`src/rtl/muldiv_pkg.sv`:
```
// Shared definitions for the iterative RV32M multiply/divide unit: funct3 codes,
// FSM state encoding and the default-width word constants.
package muldiv_pkg;

    localparam int XLEN_DEFAULT = 32;

    localparam logic [2:0] F3_MUL    = 3'b000;
    localparam logic [2:0] F3_MULH   = 3'b001;
    localparam logic [2:0] F3_MULHSU = 3'b010;
    localparam logic [2:0] F3_MULHU  = 3'b011;
    localparam logic [2:0] F3_DIV    = 3'b100;
    localparam logic [2:0] F3_DIVU   = 3'b101;
    localparam logic [2:0] F3_REM    = 3'b110;
    localparam logic [2:0] F3_REMU   = 3'b111;

    typedef enum logic [1:0] {
        S_IDLE = 2'd0,
        S_CALC = 2'd1,
        S_FIX  = 2'd2,
        S_DONE = 2'd3
    } state_e;

    localparam logic [XLEN_DEFAULT-1:0] WORD_ALL_ONES   = '1;
    localparam logic [XLEN_DEFAULT-1:0] WORD_MIN_SIGNED = {1'b1, {(XLEN_DEFAULT-1){1'b0}}};

endpackage

```
`src/rtl/muldiv_operand_prep.sv`:
```
// Combinational operand preparation: signedness decode, magnitude conversion and
// detection of the divide special cases that bypass the iterative datapath.
module muldiv_operand_prep
    import muldiv_pkg::*;
#(
    parameter int XLEN = XLEN_DEFAULT
) (
    input  logic [2:0]      funct3,
    input  logic [XLEN-1:0] operand1,
    input  logic [XLEN-1:0] operand2,
    output logic            is_mul,
    output logic            neg1,
    output logic            neg2,
    output logic [XLEN-1:0] mag1,
    output logic [XLEN-1:0] mag2,
    output logic            special,
    output logic [XLEN-1:0] special_result
);

    localparam logic [XLEN-1:0] ALL_ONES   = {XLEN{1'b1}};
    localparam logic [XLEN-1:0] MIN_SIGNED = {1'b1, {(XLEN-1){1'b0}}};

    logic signed1;
    logic signed2;
    logic is_rem;
    logic div_zero;
    logic div_ovf;

    always_comb begin
        is_mul  = ~funct3[2];
        is_rem  = funct3[2] & funct3[1];
        signed1 = (funct3 == F3_MULH) | (funct3 == F3_MULHSU) |
                  (funct3 == F3_DIV)  | (funct3 == F3_REM);
        signed2 = (funct3 == F3_MULH) | (funct3 == F3_DIV) | (funct3 == F3_REM);

        neg1 = signed1 & operand1[XLEN-1];
        neg2 = signed2 & operand2[XLEN-1];
        mag1 = neg1 ? -operand1 : operand1;
        mag2 = neg2 ? -operand2 : operand2;

        // Only signed divides can overflow; DIVU/REMU of the same bit patterns are ordinary.
        div_zero = funct3[2] & (operand2 == '0);
        div_ovf  = funct3[2] & signed2 & (operand1 == MIN_SIGNED) & (operand2 == ALL_ONES);
        special  = div_zero | div_ovf;

        special_result = '0;
        if (div_zero) begin
            special_result = is_rem ? operand1 : ALL_ONES;
        end else if (div_ovf) begin
            special_result = is_rem ? '0 : MIN_SIGNED;
        end
    end

endmodule

```
`src/rtl/muldiv_unit.sv`:
```
// Iterative RV32M multiply/divide unit with pipeline stall, flush abort and special-case bypass.
// Optional build macro MULDIV_FAST_MUL_EN: single-cycle combinational multiplies.
module muldiv_unit
    import muldiv_pkg::*;
#(
    parameter int XLEN = XLEN_DEFAULT
) (
    input  logic            CLK,
    input  logic            RESET,
    input  logic            START,
    input  logic [2:0]      FUNCT3,
    input  logic [XLEN-1:0] OPERAND1,
    input  logic [XLEN-1:0] OPERAND2,
    input  logic            FLUSH,
    output logic [XLEN-1:0] RESULT,
    output logic            BUSY,
    output logic            DONE
);

    localparam int CNT_W = $clog2(XLEN);

    state_e              state_q, state_d;
    logic [CNT_W-1:0]    cnt_q, cnt_d;
    logic [2*XLEN-1:0]   acc_q, acc_d;
    logic [XLEN-1:0]     addend_q, addend_d;
    logic [2:0]          funct3_q, funct3_d;
    logic                neg1_q, neg1_d;
    logic                neg2_q, neg2_d;
    logic                special_q, special_d;
    logic [XLEN-1:0]     result_q, result_d;

    logic                p_is_mul, p_neg1, p_neg2, p_special;
    logic [XLEN-1:0]     p_mag1, p_mag2, p_special_result;

    muldiv_operand_prep #(.XLEN(XLEN)) u_prep (
        .funct3         (FUNCT3),
        .operand1       (OPERAND1),
        .operand2       (OPERAND2),
        .is_mul         (p_is_mul),
        .neg1           (p_neg1),
        .neg2           (p_neg2),
        .mag1           (p_mag1),
        .mag2           (p_mag2),
        .special        (p_special),
        .special_result (p_special_result)
    );

    logic [XLEN:0]       add_sum;
    logic [XLEN:0]       rem_shift;
    logic                sub_borrow;
    logic [XLEN-1:0]     sub_diff;
    logic [2*XLEN-1:0]   acc_step;
    logic [2*XLEN-1:0]   prod_fix;
    logic [XLEN-1:0]     fix_value;

`ifdef MULDIV_FAST_MUL_EN
    logic signed [XLEN:0]     fast_a, fast_b;
    logic signed [2*XLEN+1:0] fast_p;
`endif

    // acc_q holds {high, low}: multiply keeps {partial, multiplier}, divide keeps {remainder, quotient}.
    always_comb begin
        add_sum    = {1'b0, acc_q[2*XLEN-1:XLEN]} + {1'b0, addend_q};
        rem_shift  = acc_q[2*XLEN-1:XLEN-1];
        sub_borrow = rem_shift < {1'b0, addend_q};
        sub_diff   = rem_shift[XLEN-1:0] - addend_q;

        if (!funct3_q[2]) begin
            acc_step = {(acc_q[0] ? add_sum : {1'b0, acc_q[2*XLEN-1:XLEN]}), acc_q[XLEN-1:1]};
        end else if (sub_borrow) begin
            acc_step = {rem_shift[XLEN-1:0], acc_q[XLEN-2:0], 1'b0};
        end else begin
            acc_step = {sub_diff, acc_q[XLEN-2:0], 1'b1};
        end

        prod_fix = (neg1_q ^ neg2_q) ? -acc_q : acc_q;
        if (special_q) begin
            fix_value = acc_q[XLEN-1:0];
        end else if (!funct3_q[2]) begin
            fix_value = (funct3_q == F3_MUL) ? prod_fix[XLEN-1:0] : prod_fix[2*XLEN-1:XLEN];
        end else if (funct3_q[1]) begin
            fix_value = neg1_q ? -acc_q[2*XLEN-1:XLEN] : acc_q[2*XLEN-1:XLEN];
        end else begin
            fix_value = (neg1_q ^ neg2_q) ? -acc_q[XLEN-1:0] : acc_q[XLEN-1:0];
        end

`ifdef MULDIV_FAST_MUL_EN
        fast_a = {p_neg1, OPERAND1};
        fast_b = {p_neg2, OPERAND2};
        fast_p = fast_a * fast_b;
`endif
    end

    always_comb begin
        state_d   = state_q;
        cnt_d     = cnt_q;
        acc_d     = acc_q;
        addend_d  = addend_q;
        funct3_d  = funct3_q;
        neg1_d    = neg1_q;
        neg2_d    = neg2_q;
        special_d = special_q;
        result_d  = result_q;
        BUSY      = 1'b0;
        DONE      = 1'b0;

        case (state_q)
            S_IDLE: begin
                BUSY = START & ~FLUSH & ~RESET;
                if (START && !FLUSH) begin
                    funct3_d  = FUNCT3;
                    neg1_d    = p_neg1;
                    neg2_d    = p_neg2;
                    special_d = p_special;
                    cnt_d     = '0;
                    addend_d  = p_is_mul ? p_mag1 : p_mag2;
                    if (p_special) begin
                        acc_d   = {{XLEN{1'b0}}, p_special_result};
                        state_d = S_FIX;
                    end else begin
                        acc_d   = {{XLEN{1'b0}}, (p_is_mul ? p_mag2 : p_mag1)};
                        state_d = S_CALC;
                    end
`ifdef MULDIV_FAST_MUL_EN
                    if (p_is_mul) begin
                        result_d = (FUNCT3 == F3_MUL) ? fast_p[XLEN-1:0] : fast_p[2*XLEN-1:XLEN];
                        state_d  = S_DONE;
                    end
`endif
                end
            end
            S_CALC: begin
                BUSY = 1'b1;
                if (FLUSH) begin
                    state_d = S_IDLE;
                end else begin
                    acc_d = acc_step;
                    cnt_d = cnt_q + 1'b1;
                    if (cnt_q == CNT_W'(XLEN-1)) begin
                        state_d = S_FIX;
                    end
                end
            end
            S_FIX: begin
                BUSY = 1'b1;
                if (FLUSH) begin
                    state_d = S_IDLE;
                end else begin
                    result_d = fix_value;
                    state_d  = S_DONE;
                end
            end
            S_DONE: begin
                // The pipeline advances at the end of this cycle, so START is deliberately not sampled here.
                DONE    = ~FLUSH & ~RESET;
                state_d = S_IDLE;
            end
            default: state_d = S_IDLE;
        endcase
    end

    always_ff @(posedge CLK) begin
        if (RESET) begin
            state_q   <= S_IDLE;
            cnt_q     <= '0;
            acc_q     <= '0;
            addend_q  <= '0;
            funct3_q  <= '0;
            neg1_q    <= 1'b0;
            neg2_q    <= 1'b0;
            special_q <= 1'b0;
            result_q  <= '0;
        end else begin
            state_q   <= state_d;
            cnt_q     <= cnt_d;
            acc_q     <= acc_d;
            addend_q  <= addend_d;
            funct3_q  <= funct3_d;
            neg1_q    <= neg1_d;
            neg2_q    <= neg2_d;
            special_q <= special_d;
            result_q  <= result_d;
        end
    end

    assign RESULT = result_q;

endmodule
```
`config.mk`:
```
export PLATFORM = sky130hd
export DESIGN_NAME = muldiv_unit
export DESIGN_NICKNAME = d
export VERILOG_FILES = /design/src/rtl/muldiv_pkg.sv /design/src/rtl/muldiv_operand_prep.sv /design/src/rtl/muldiv_unit.sv
export SDC_FILE = /design/constraint.sdc
export NUM_CORES = 1
export LEC_CHECK = 0
export CAP_MARGIN = 0
export CORE_MARGIN = 2
export CORE_UTILIZATION = 53
export DETAILED_ROUTE_END_ITERATION = 8
export GPL_TIMING_DRIVEN = 0
export PLACE_DENSITY = 0.73
export SYNTH_ARGS = -nofsm -noshare
export SYNTH_HDL_FRONTEND = slang
export SYNTH_SLANG_ARGS = --single-unit
export TNS_END_PERCENT = 20
```
`constraint.sdc`:
```
create_clock -name CLK -period 3.8 [get_ports CLK]
set_clock_uncertainty 0.1 [all_clocks]
set_input_delay 0.76 -clock CLK [delete_from_list [all_inputs] [get_ports CLK]]
set_output_delay 0.76 -clock CLK [all_outputs]
set_load 0.03 [all_outputs]
```
==> flow_metrics.py <==
metrics = {
    "cts": {
        "cts_root_buf": "sky130_fd_sc_hd__clkbuf_16",
        "path_clk_slew_ps": 70,
        "clock_sinks": 141,
        "source_to_sink_clock_delay_at_the_later_pin_of_the_worst_skew_pair_ps": 460,
        "number_of_buffers_inserted_during_clock_tree_synthesis": 17,
        "clockBufferDepth": 2,
        "htreeDepth": 4,
        "tritoncts_clock_tree": "done",
    },
    "placement": {
        "buffer_ports.inserted": 102,
        "total_placed_cells_including_tap_cells": 2706,
        "routabilityCongestion": 1.11,
        "dpl_worst_slack_ps": -821,
        "area_of_placed_instances_um2": 17000,
        "detailed_place_hpwl_um": 57000,
    },
    "global_routing": {
        "grt.total_usage": 0.464,
        "grt_first_pass_wirelength_um": 107000,
        "overflow_left_after_global_routing": 0,
        "grt_max_degree": 17,
        "first_global_vias": 17738,
        "initial_antenna_violation_count": 0,
    },
    "floorplan": {
        "std_cell_rows": 62,
        "io-pin-count": 105,
        "fp.dieW_um": 175,
        "design.core.area_um2": 28700,
        "chip_height_um": 175,
        "design.die.area_um2": 30600,
        "start_util": 0.539,
    },
    "drt": {
        "count_of_tritonroute_iterations_in_the_first_routing_pass": 9,
        "routed_wl_um": 72800,
        "post_drt_wl_per_cell_um": 26.6,
        "detailedRoute.firstIterationViolations": 2961,
        "remaining_drcs": 1,
        "route.vias.total": 19020,
        "post_drt_via_cell_ratio": 6.94,
        "antenna_left": 0,
    },
    "status": {
        "violations_in_the_final_reports": "design-rule violations, negative setup slack",
        "run_status": "finished with violations",
    },
    "synth": {
        "syn-cell-area_um2": 15500,
        "synth_sequential_area_ratio": 0.182,
        "synth_cell_type_count": 76,
        "synth_enable_flop_cells": 0,
        "postSynth.asyncResetShare": 0,
        "postSynthNetCount": 2369,
        "yosys-top-cells-area": "sky130_fd_sc_hd__dfxtp_1 (18%), sky130_fd_sc_hd__ha_1 (6.1%), sky130_fd_sc_hd__nand2_1 (6.1%)",
        "synth_most_common_cell": "sky130_fd_sc_hd__nand2_1",
        "flip_flop_and_latch_count_after_synthesis": 141,
        "syn-mean-instance-area_um2": 6.97,
        "netlist_instances": 2220,
        "synth_warnings": 0,
        "yosys_most_used_dff": "sky130_fd_sc_hd__dfxtp_1",
        "synth_top_area_frac": 0.182,
        "synth_area_leader_cell": "sky130_fd_sc_hd__dfxtp_1",
        "synth_common_cells": "sky130_fd_sc_hd__nand2_1 (251), sky130_fd_sc_hd__nor2_1 (191), sky130_fd_sc_hd__a21oi_1 (186), sky130_fd_sc_hd__o21ai_0 (172), sky130_fd_sc_hd__clkbuf_1 (157)",
    },
    "critical_path": {
        "worstPathRequired_ps": 4000,
        "cp.arrival_ps": 4070,
        "timing.reg2reg.setup_slack_ps": -70,
        "cp-end-kind": "flop",
        "cp-endpoint": "RESULT[7]",
        "cp-startpoint": "acc_q[3]",
        "worstSetupPathType": "reg -> reg",
        "crit_fanout": 10,
        "critical_path.reg2reg.endpoint": "RESULT[7]",
        "reg2regPathDepth": 10,
        "worstReg2RegStart": "acc_q[3]",
        "worstSetupStartpointType": "flop",
    },
    "final_layout": {
        "final_design_area_no_fill_um2": 17800,
        "number_of_non_filler_instances_in_the_completed_layout": 2741,
        "antenna_cells_inserted": 0,
        "layout.filler_cells": 2675,
        "post_route_cells_drive_above_1_share": 0.0530,
        "layout-area-overhead-vs-synth_pct": 15.0,
        "num-nets-final": 2493,
        "total_area_of_multi_input_combinational_cells_um2": 11800,
        "area.sequential_um2": 2830,
        "post_route_utilization": 0.620,
    },
    "timing": {
        "timing.final.ws_setup_ps": -66.9,
        "timing_hold_violations_final": 0,
        "finalSetupViolCount": 2,
        "clock.fmax_mhz": 259,
        "layout_worst_path_cycle_share": 1.02,
        "hold_ws_ps": 345,
        "slew_violations": 0,
        "sum_of_negative_setup_slack_ps": -73.6,
        "period_minus_slack_ps": 3870,
        "worst_slew_pin_slew_ps": 1150,
        "slew_headroom": 0.233,
        "rsz0062_at_grt": "yes",
    },
    "worst_hold_path": {
        "hold_path_class": "reg -> reg",
        "timing.hold.worst_path_depth": 2,
    },
    "power_and_ir_drop": {
        "powerDensity_nw_per_um2": 502,
        "ir_drop_v": 0.000381,
        "total_power_mw": 8.94,
        "p_leak_nw": 6.71,
    },
    "flow_run": {
        "maxCapViolCount": 0,
    },
}
[final cells by class]
class,count,share of cell area
buffer,175,0.0396
clock buffer,17,0.0239
clock inverter,15,0.00985
inverter,70,0.0150
multi-input combinational,1831,0.666
sequential,141,0.159
tap,384,0.0270
timing repair buffer,108,0.0600
[critical path, cell delays in order, from the launching register on]
cell                       delay, ps
sky130_fd_sc_hd__dfxtp_1         300
sky130_fd_sc_hd__clkbuf_1        250
sky130_fd_sc_hd__or4_1           680
sky130_fd_sc_hd__nor4_4          430
sky130_fd_sc_hd__and3_1          310
sky130_fd_sc_hd__nand3_2         300
sky130_fd_sc_hd__clkbuf_1        450
sky130_fd_sc_hd__o21ai_0         330
sky130_fd_sc_hd__xnor2_1         150
sky130_fd_sc_hd__o21ai_0         270
sky130_fd_sc_hd__o21ai_0         120
[power by group]
group | internal [mW] | switching, mW | leakage, nW | total, mW
sequential | 1.70 | 0.306 | 1.15 | 2.01
clock | 0.991 | 0.811 | 0.286 | 1.80
combinational | 1.66 | 3.46 | 5.28 | 5.13
[routing by layer]
metal,routed length (µm),track usage
met5,0,0
met4,5870,0.308
met3,9370,0.134
met2,30800,0.711
met1,26800,0.565
[placed cells by master, fill, tap and decap left out, drive strengths merged, types with 9 or more instances in the layout]
cell type      synthesis  routed
xor2                  84      84
nor2b                 27      27
a31oi                 41      41
ha                    76      76
a221oi                12      12
and3                  26      26
a211oi                36      36
o21ai                178     178
buf                   21      26
or4                   12      12
clkdlybuf4s50          0      97
o22ai                 10      10
a21o                  32      32
nor4                  26      26
o21a                  14      14
dfxtp                141     141
nand3                 52      52
nand2b                18      18
o211ai                52      52
or3                   26      26
a311oi                17      17
nor2                 192     192
mux2i                 63      63
and2                  10      10
o41ai                 10      10
o31ai                 34      34
a22o                  14      14
o221ai                13      13
a21oi                186     186
xnor2                 93      93
nand2                251     251
nor3                  73      73
inv                   70      78
nand4                 24      24
clkbuf               157     172
or2                   16      16
nand3b                 9       9
[sequential cells by signal, indices dropped and copies added (netlist names)]
name       cells
state_q        2
special_q      1
neg1_q         1
neg2_q         1
cnt_q          5
acc_q         64
funct3_q       3
addend_q      32
RESULT        32
[kinds of logic (layout without fill, tap and decap cells)]
| kind of cell | after synthesis | count (layout) | synth area share |
|---|---|---|---|
| flip-flops | 141 | 141 | 0.182 |
| AO/OA/AOI/OAI | 729 | 729 | 0.304 |
| AND/OR/NAND/NOR | 777 | 777 | 0.241 |
| adder cells (fa/ha/maj) | 78 | 78 | 0.0641 |
| buffers and inverters | 248 | 385 | 0.0625 |
| XOR/XNOR | 177 | 177 | 0.100 |
| multiplexers | 70 | 70 | 0.0459 |
[what timing repair did]
action                     4_1_cts  5_1_grt
gates resized for setup         27       31
setup endpoints to repair       80       82
pin swaps                        2        5
hold buffers                     0        0
hold endpoints to repair         0        0
setup buffers                    4        2
[worst min-delay path by stage]
stage                 start      endpoint  slack (ps)
2_1_floorplan  addend_q[14]  addend_q[14]         350
3_3_place_gp     RESULT[31]    RESULT[31]         330
3_5_place_dp     RESULT[31]    RESULT[31]         340
4_1_cts          RESULT[31]    RESULT[31]         340
5_1_grt          RESULT[31]    RESULT[31]         380
6_report         RESULT[31]    RESULT[31]         350
(Power assumes the default switching activity.)
